**config.mk**
```make
export PLATFORM = sky130hd
export DESIGN_NAME = memory_regfile_param
export DESIGN_NICKNAME = d
export VERILOG_FILES = /design/src/rtl/memory_regfile_param.sv
export SDC_FILE = /design/constraint.sdc
export NUM_CORES = 1
export LEC_CHECK = 0
export CORE_UTILIZATION = 31
export CTS_BUF_LIST = sky130_fd_sc_hd__clkbuf_2 sky130_fd_sc_hd__clkbuf_4 sky130_fd_sc_hd__clkbuf_8
export CTS_CLUSTER_SIZE = 12
export DETAILED_ROUTE_END_ITERATION = 10
export GPL_ROUTABILITY_DRIVEN = 0
export PLACE_DENSITY = 0.52
export SLEW_MARGIN = 20
export SYNTH_ARGS = -nofsm -noshare
export SYNTH_HDL_FRONTEND = slang
export SYNTH_SLANG_ARGS = --single-unit
```
**constraint.sdc**
```tcl
create_clock -name clk -period 6.4 [get_ports clk]
set_clock_uncertainty 0.2 [all_clocks]
set_input_delay 0.64 -clock clk [delete_from_list [all_inputs] [get_ports clk]]
set_output_delay 0.64 -clock clk [all_outputs]
set_load 0.05 [all_outputs]
```
**src/rtl/memory_regfile_param.sv**
```systemverilog
// Parametrised register file: byte-masked write port, two registered read ports, sequenced clear-all sweep.
// Define WR_BYPASS_EN to forward a committing write onto a same-cycle read of that entry.
module memory_regfile_param #(
   parameter int unsigned WIDTH  = 16,
   parameter int unsigned DEPTH  = 16,
   parameter int unsigned ADDR_W = 4
) (
   input  logic                 clk,
   input  logic                 rst,
   input  logic                 we_i,
   input  logic [ADDR_W-1:0]    waddr_i,
   input  logic [WIDTH-1:0]     wdata_i,
   input  logic [WIDTH/8-1:0]   wbe_i,
   input  logic [ADDR_W-1:0]    raddr0_i,
   output logic [WIDTH-1:0]     rdata0_o,
   input  logic [ADDR_W-1:0]    raddr1_i,
   output logic [WIDTH-1:0]     rdata1_o,
   input  logic                 clr_req_i,
   output logic                 busy_o,
   output logic                 clr_done_o
);

   localparam int unsigned NBYTES = WIDTH / 8;
   localparam int unsigned AW1    = ADDR_W + 1;

   localparam logic [0:0] ST_IDLE  = 1'b0;
   localparam logic [0:0] ST_CLEAR = 1'b1;

   logic [WIDTH-1:0]  mem_q [DEPTH];
   logic [0:0]        state_q, state_d;
   logic [ADDR_W-1:0] ptr_q, ptr_d;
   logic              busy_q, busy_d;
   logic              done_q, done_d;
   logic [WIDTH-1:0]  rdata0_q, rdata0_d;
   logic [WIDTH-1:0]  rdata1_q, rdata1_d;

   logic              wr_commit_c;
   logic [WIDTH-1:0]  wr_old_c;
   logic [WIDTH-1:0]  wr_merged_c;

   // Extra bit keeps the compare meaningful when DEPTH == 2**ADDR_W.
   function automatic logic in_range(input logic [ADDR_W-1:0] a);
      return {1'b0, a} < AW1'(DEPTH);
   endfunction

   // Byte-merged write value and commit qualifier (writes are dropped while sweeping).
   always_comb begin
      wr_old_c = '0;
      if (in_range(waddr_i)) begin
         wr_old_c = mem_q[waddr_i];
      end
      wr_merged_c = wr_old_c;
      for (int unsigned b = 0; b < NBYTES; b++) begin
         if (wbe_i[b]) begin
            wr_merged_c[8*b +: 8] = wdata_i[8*b +: 8];
         end
      end
      wr_commit_c = we_i && (state_q == ST_IDLE) && in_range(waddr_i) && (|wbe_i);
   end

   // Read ports; out-of-range addresses return zero.
   always_comb begin
      rdata0_d = '0;
      rdata1_d = '0;
      if (in_range(raddr0_i)) begin
         rdata0_d = mem_q[raddr0_i];
      end
      if (in_range(raddr1_i)) begin
         rdata1_d = mem_q[raddr1_i];
      end
`ifdef WR_BYPASS_EN
      if (wr_commit_c && (raddr0_i == waddr_i)) begin
         rdata0_d = wr_merged_c;
      end
      if (wr_commit_c && (raddr1_i == waddr_i)) begin
         rdata1_d = wr_merged_c;
      end
`endif
   end

   // Clear sweep sequencing.
   always_comb begin
      state_d = state_q;
      ptr_d   = ptr_q;
      busy_d  = 1'b0;
      done_d  = 1'b0;
      case (state_q)
         ST_IDLE: begin
            if (clr_req_i) begin
               state_d = ST_CLEAR;
               ptr_d   = '0;
            end
         end
         ST_CLEAR: begin
            if (ptr_q == ADDR_W'(DEPTH - 1)) begin
               state_d = ST_IDLE;
            end else begin
               ptr_d = ptr_q + ADDR_W'(1);
            end
         end
         default: state_d = ST_IDLE;
      endcase
      busy_d = (state_d == ST_CLEAR);
      done_d = (state_d == ST_CLEAR) && (ptr_d == ADDR_W'(DEPTH - 1));
   end

   always_ff @(posedge clk) begin
      if (rst) begin
         state_q  <= ST_IDLE;
         ptr_q    <= '0;
         busy_q   <= 1'b0;
         done_q   <= 1'b0;
         rdata0_q <= '0;
         rdata1_q <= '0;
      end else begin
         state_q  <= state_d;
         ptr_q    <= ptr_d;
         busy_q   <= busy_d;
         done_q   <= done_d;
         rdata0_q <= rdata0_d;
         rdata1_q <= rdata1_d;
      end
   end

   // Storage: reset clears everything, the sweep has priority over the write port.
   always_ff @(posedge clk) begin
      if (rst) begin
         for (int unsigned i = 0; i < DEPTH; i++) begin
            mem_q[i] <= '0;
         end
      end else if (state_q == ST_CLEAR) begin
         mem_q[ptr_q] <= '0;
      end else if (wr_commit_c) begin
         mem_q[waddr_i] <= wr_merged_c;
      end
   end

   assign rdata0_o   = rdata0_q;
   assign rdata1_o   = rdata1_q;
   assign busy_o     = busy_q;
   assign clr_done_o = done_q;

endmodule

```
==> results.yml, run 1 <==
sta:
  rsz0062_at_grt: "false"
  fmaxAchievable_ghz: 0.2731
  setup_violations: 0
  whs_ns: 0.3876
  hold_viol: 0
  worstMarginPinSlew_ns: 1.129
  drv_slew: 0
  finalCriticalPeriod_ns: 3.661
  relSlewSlack: 0.2476
  fin_tns_setup_ns: 0
  min_period_over_period: 0.5720
placement:
  hpwl_mm: 36.45
  place_area_mm2: 0.01601
  io_buffers: 67
floorplan:
  die_w_um: 221.3
  core-area_mm2: 0.04695
  ioPinCount: 68
  die_height_um: 221.3
  die_area_mm2: 0.04898
  num_rows: 79
  initial_core_util: 0.3175
synth:
  yosys_register_bits: 294
  synth_commonest_cells: "nor2_1 (267), edfxtp_1 (256), mux2i_1 (167)"
  syn_area_per_cell_um2: 12.27
  synthTopCellsByArea: "edfxtp_1 (52%), mux2i_1 (11%), mux4_2 (7.7%)"
  syn-cell-area_mm2: 0.01491
  yosysTopAreaCell: "edfxtp_1"
  synth-async-reset-ratio: 0
  synth_cell_types: 42
  synth_nets: 1250
  yosysSeqAreaShare: 0.5666
  yosysWarnings: 0
  netlist.area_leader.share: 0.5156
  synth_edf_count: 256
  netlist_instances: 1215
  yosysMostFrequentCell: "nor2_1"
  synth_ff_type: "edfxtp_1"
power:
  pwr-share-clk: 0.404
  comb_power_share: 0.119
  total_power_mw: 4.645
  power.leakage_nw: 5.864
  peakVddDrop_mv: 0.1278
  power_switching_mw: 1.223
  seqPwrFrac: 0.477
  p_sw_frac: 0.2633
  internal-power_mw: 3.421
  pwr_density_cell_mw_per_mm2: 271.6
setup_path:
  regToRegSetupSlack_ns: 2.82
  critical_path_class: "in2reg"
  required_ns: 6.44
  endpoint: "mem_q[13][7]"
  ff2ff_path_depth: 6
  end_kind: "flip-flop"
  reg2reg_from: "busy_o"
  critPathLaunch: "we_i"
  r2r_end: "mem_q[13][7]"
  worst_ep_arrival_time_ns: 3.70
  startpoint_type: "input pin"
  path_max_fanout: 50
worst_hold_path:
  min_from: "raddr1_i[2]"
  hp-class: "in2reg"
grt:
  grt_max_degree: 61
  grt_pass1_wl_mm: 73.33
  grtUsageTotal: 0.2065
  grt_pass1_vias: 10370
  antenna_found_initial: 0
  globalRouteOverflowTotal: 0
cells_and_area:
  fill_cells: 4556
  regArea_mm2: 0.008448
  drive_above_1_share: 0.1435
  syn_to_final_growth_pct: 14.70
  fin_nets: 1292
  antenna_cells: 0
  multiInputGateArea_mm2: 0.005972
  finalInstanceArea_mm2: 0.01710
cts:
  ctsRootBufferMaster: "clkbuf_8"
  cts_resized: 0
  max-clock-path-buffers: 3
  insertion_delay_ns: 0.63
  ctsHtreeMaxLevel: 2
  cts.sinks: 294
  hold_buffers: 0
  clk_pin_slew_ns: 0.07
  cts_setup_buffers: 0
  cts_tree: "yes"
  cts_inserted_buffers: 50
route:
  drc_errors: 0
  via_count: 10660
  wire_per_inst_um: 26.80
  ant_nets: 0
  drtPass1Iterations: 7
  wl_mm: 50.99
  avgViaCountPerCell: 5.600
  drt_iter0_markers: 1443
flow_run:
  cap_violations: 0
run_status:
  status: "complete, no violations"
==> power by group through the flow <==
stage / Sequential (mW) / Clock [mW] / Combinational (mW)
floorplan: 2.30 / 0 / 0.288
global placement: 2.26 / 0 / 0.543
detailed placement: 2.26 / 0 / 0.545
CTS: 2.22 / 1.90 / 0.547
global route: 2.23 / 1.98 / 0.576
finish: 2.22 / 1.88 / 0.551
==> registers in the layout, indices dropped and copies added, names as in the netlist <==
| register | flops |
|---|---|
| mem_q | 256 |
| ptr_q | 4 |
| rdata1_o | 16 |
| busy_o | 1 |
| clr_done_o | 1 |
| rdata0_o | 16 |
==> worst min path at each step <==
stage                             end  cells after the start
final                     rdata1_o[9]                      3
after global routing      rdata1_o[9]                      3
after CTS                 rdata1_o[9]                      3
after detailed placement     ptr_q[2]                      2
after global placement       ptr_q[2]                      2
after floorplan              ptr_q[0]                      2
==> critical path, stage by stage <==
cell             delay (ns)
clkdlybuf4s50_1        0.53
or3b_1                 0.59
nor2_4                 0.14
buf_4                  0.41
a21oi_1                0.37
buf_4                  0.27
o21bai_1               0.72
==> kinds of logic (layout without fill, tap and decap cells) <==
kind of cell	Yosys count	count (layout)	synth area share
buffers and inverters	101	182	0.03558
and+or+nand+nor	430	430	0.1255
AOI/OAI and AO/OA	171	171	0.08233
muxes	218	218	0.1892
DFF	294	294	0.5666
adders and majority gates	1	1	0.0008391
==> cell usage in the layout (no fill, tap or decap), drive strengths merged, types with 26 or more instances in the layout <==
cell type      synthesis  layout
clkdlybuf4s50          0      64
dfxtp                 38      38
o21bai                32      32
nand3                 74      74
a22oi                 61      61
mux2i                167     167
edfxtp               256     256
clkbuf                42      65
mux4                  51      51
buf                   58      26
o21ai                 30      30
nor2                 268     268
nand2                 53      53
==> area by class of cell <==
cell class              count  area share
clock inverters            26     0.01602
well taps                 607     0.04441
repair buffers             90     0.04895
inverters                   1   0.0002195
flip-flops and latches    294      0.4940
clock buffers              65     0.04719
multi-input cells         820      0.3492
==> per-layer routing <==
metal / share of wire / up-vias / global-route usage
met1: 0.44 / 5320 / 0.2990
met2: 0.44 / 591 / 0.3080
met5: 0 / - / 0
li1: - / 4651 / -
met3: 0.094 / 94 / 0.04169
met4: 0.026 / 0 / 0.06519
==> metrics by stage <==
step                setup slack (ns)  utilization  instances
finish                         2.739       0.3642       1903
global route                   2.665       0.3642       1903
CTS                            2.861       0.3640       1903
detailed placement             2.215       0.3410       1812
global placement               2.181       0.3410       1812
floorplan                      3.644            -       1215
No activity file was read; power rests on OpenSTA's default activity.
==> inputs of run 2 (changes only) <==
--- a/config.mk
+++ b/config.mk
@@ -10,7 +10,7 @@
 export CTS_CLUSTER_SIZE = 12
 export DETAILED_ROUTE_END_ITERATION = 10
 export GPL_ROUTABILITY_DRIVEN = 0
-export PLACE_DENSITY = 0.52
+export PLACE_DENSITY = 0.54
 export SLEW_MARGIN = 20
 export SYNTH_ARGS = -nofsm -noshare
 export SYNTH_HDL_FRONTEND = slang
==> constraint.sdc (replaced) <==
create_clock -name clk -period 3.11 [get_ports clk]
set_clock_uncertainty 0.2 [all_clocks]
set_input_delay 0.311 -clock clk [delete_from_list [all_inputs] [get_ports clk]]
set_output_delay 0.311 -clock clk [all_outputs]
set_load 0.05 [all_outputs]
==> run 2 against run 1 <==
Effect of this change:
- non-clock buffer count is 66 higher
- via count is 2.3% higher
- register-to-register slack worse by 2.4 ns
- utilization is 1.4 points higher
- critical path type is now reg2reg
- largest power group unchanged
==> results.yml, run 2 (synthesis gave the netlist of run 1 again) <==
sta:
  drv_slew: 0
  hold_viol: 0
  finalCriticalPeriod_ns: 2.706
  worstMarginPinSlew_ns: 0.8276
  setup_violations: 0
  min_period_over_period: 0.8701
  fin_tns_setup_ns: 0
  relSlewSlack: 0.4325
  fmaxAchievable_ghz: 0.3696
  rsz0062_at_grt: "false"
cts:
  hold_buffers: 0
  ctsHtreeMaxLevel: 2
  cts_setup_buffers: 0
  clk_pin_slew_ns: 0.05
  max-clock-path-buffers: 3
  cts_resized: 0
  cts_tree: "yes"
  cts.sinks: 294
  ctsRootBufferMaster: "clkbuf_8"
  insertion_delay_ns: 0.60
  cts_inserted_buffers: 53
setup_path:
  cp_slowest_cell: "a21oi_1"
  worst_ep_arrival_time_ns: 2.86
  path_max_fanout: 11
  cp_top_family: "compound AO/OA/AOI/OAI gates"
  critical_path_class: "reg2reg"
  crit_path_frequent_cell: "buf_4"
  path_cells: "or3b_1, buf_4, nor2_4, a21oi_1, o21bai_1, buf_4"
  crit_buf_inv: 2
  end_kind: "flip-flop"
  required_ns: 3.26
  slowest_delay_ns: 0.60
  startpoint_type: "flip-flop"
power:
  power.leakage_nw: 6.259
  peakVddDrop_mv: 0.2861
  pwr_density_cell_mw_per_mm2: 534.2
placement:
  io_buffers: 67
  post-place-cells: 1878
  hpwl_mm: 32.36
grt:
  grt_max_degree: 46
  grtUsageTotal: 0.2025
  antenna_found_initial: 3
  globalRouteOverflowTotal: 0
  grt_pass1_wl_mm: 72.83
  grt_pass1_vias: 10960
floorplan:
  die_height_um: 221.3
  die_w_um: 221.3
  num_rows: 79
  ioPinCount: 68
  die_area_mm2: 0.04898
  initial_core_util: 0.3175
  core-area_mm2: 0.04695
route:
  drtPass1Iterations: 5
  drt_iter0_markers: 1237
  wl_mm: 50.09
  wire_per_inst_um: 25.38
  ant_nets: 0
  avgViaCountPerCell: 5.520
  drc_errors: 0
  via_count: 10900
run_status:
  status: "complete, no violations"
cells_and_area:
  largest_reg_flops: 256
  final_cells: 1974
  drive_above_1_share: 0.1859
  final_common_cell: "nor2_1"
  fin_nets: 1361
  final_cell_mix: "nor2_1 (265), edfxtp_1 (256), mux2i_1 (167), nand3_1 (74), buf_4 (74)"
  syn_to_final_growth_pct: 19.13
  final_util: 0.3783
  top_register: "mem_q"
  fill_cells: 4476
worst_hold_path:
  hp-class: "in2reg"
flow_run:
  cap_violations: 0
## run 2: path summary, 6_finish.rpt
check	start	end	slack, ns	depth (start not counted)
max	busy_o	mem_q[1][9]	0.40	6
min	clr_req_i	busy_o	0.13	3
max reg2reg	busy_o	mem_q[1][9]	0.40	6
min reg2reg	ptr_q[0]	ptr_q[0]	0.41	2
## run 2: report_power, final
group / internal, mW / switching, mW
clock network: 2.04 / 1.64
registers: 4.45 / 0.0874
logic: 0.469 / 0.795
## run 2: layer usage
metal,vias to the layer above,wire [um],GRT usage
met5,-,12,0
met4,2,1600,0.07512
met3,97,3896,0.03373
met2,505,23280,0.3218
met1,5494,21300,0.2768
li1,4798,-,-
## run 2: final cells by class
| cell class | instances | area (um^2) | area share |
|---|---|---|---|
| well taps | 607 | 759.5 | 0.04276 |
| inverters | 1 | 3.754 | 0.0002113 |
| diodes | 1 | 2.502 | 0.0001409 |
| flip-flops and latches | 294 | 8448 | 0.4757 |
| multi-input cells | 820 | 5953 | 0.3352 |
| clock buffers | 71 | 902.1 | 0.05079 |
| clock inverters | 24 | 158.9 | 0.008947 |
| repair buffers | 156 | 1533 | 0.08630 |
## run 2: worst reg2reg max path, stage by stage (launching register included)
cell,delay (ns)
dfxtp_1,0.56
or3b_1,0.37
buf_4,0.23
nor2_4,0.05
a21oi_1,0.60
o21bai_1,0.21
buf_4,0.22
## run 2: stage by stage
stage	area, um^2	hold slack [ns]	setup slack [ns]	total power [mW]
final	17760	0.1254	0.4041	9.488
after CTS	17760	0.09416	0.4595	9.541
after detailed placement	16700	0.3944	0.1628	5.874
after floorplan	14910	0.2853	0.3544	5.320
after global placement	16700	0.3907	0.2080	5.858
after global routing	17760	0.1765	0.2703	9.798
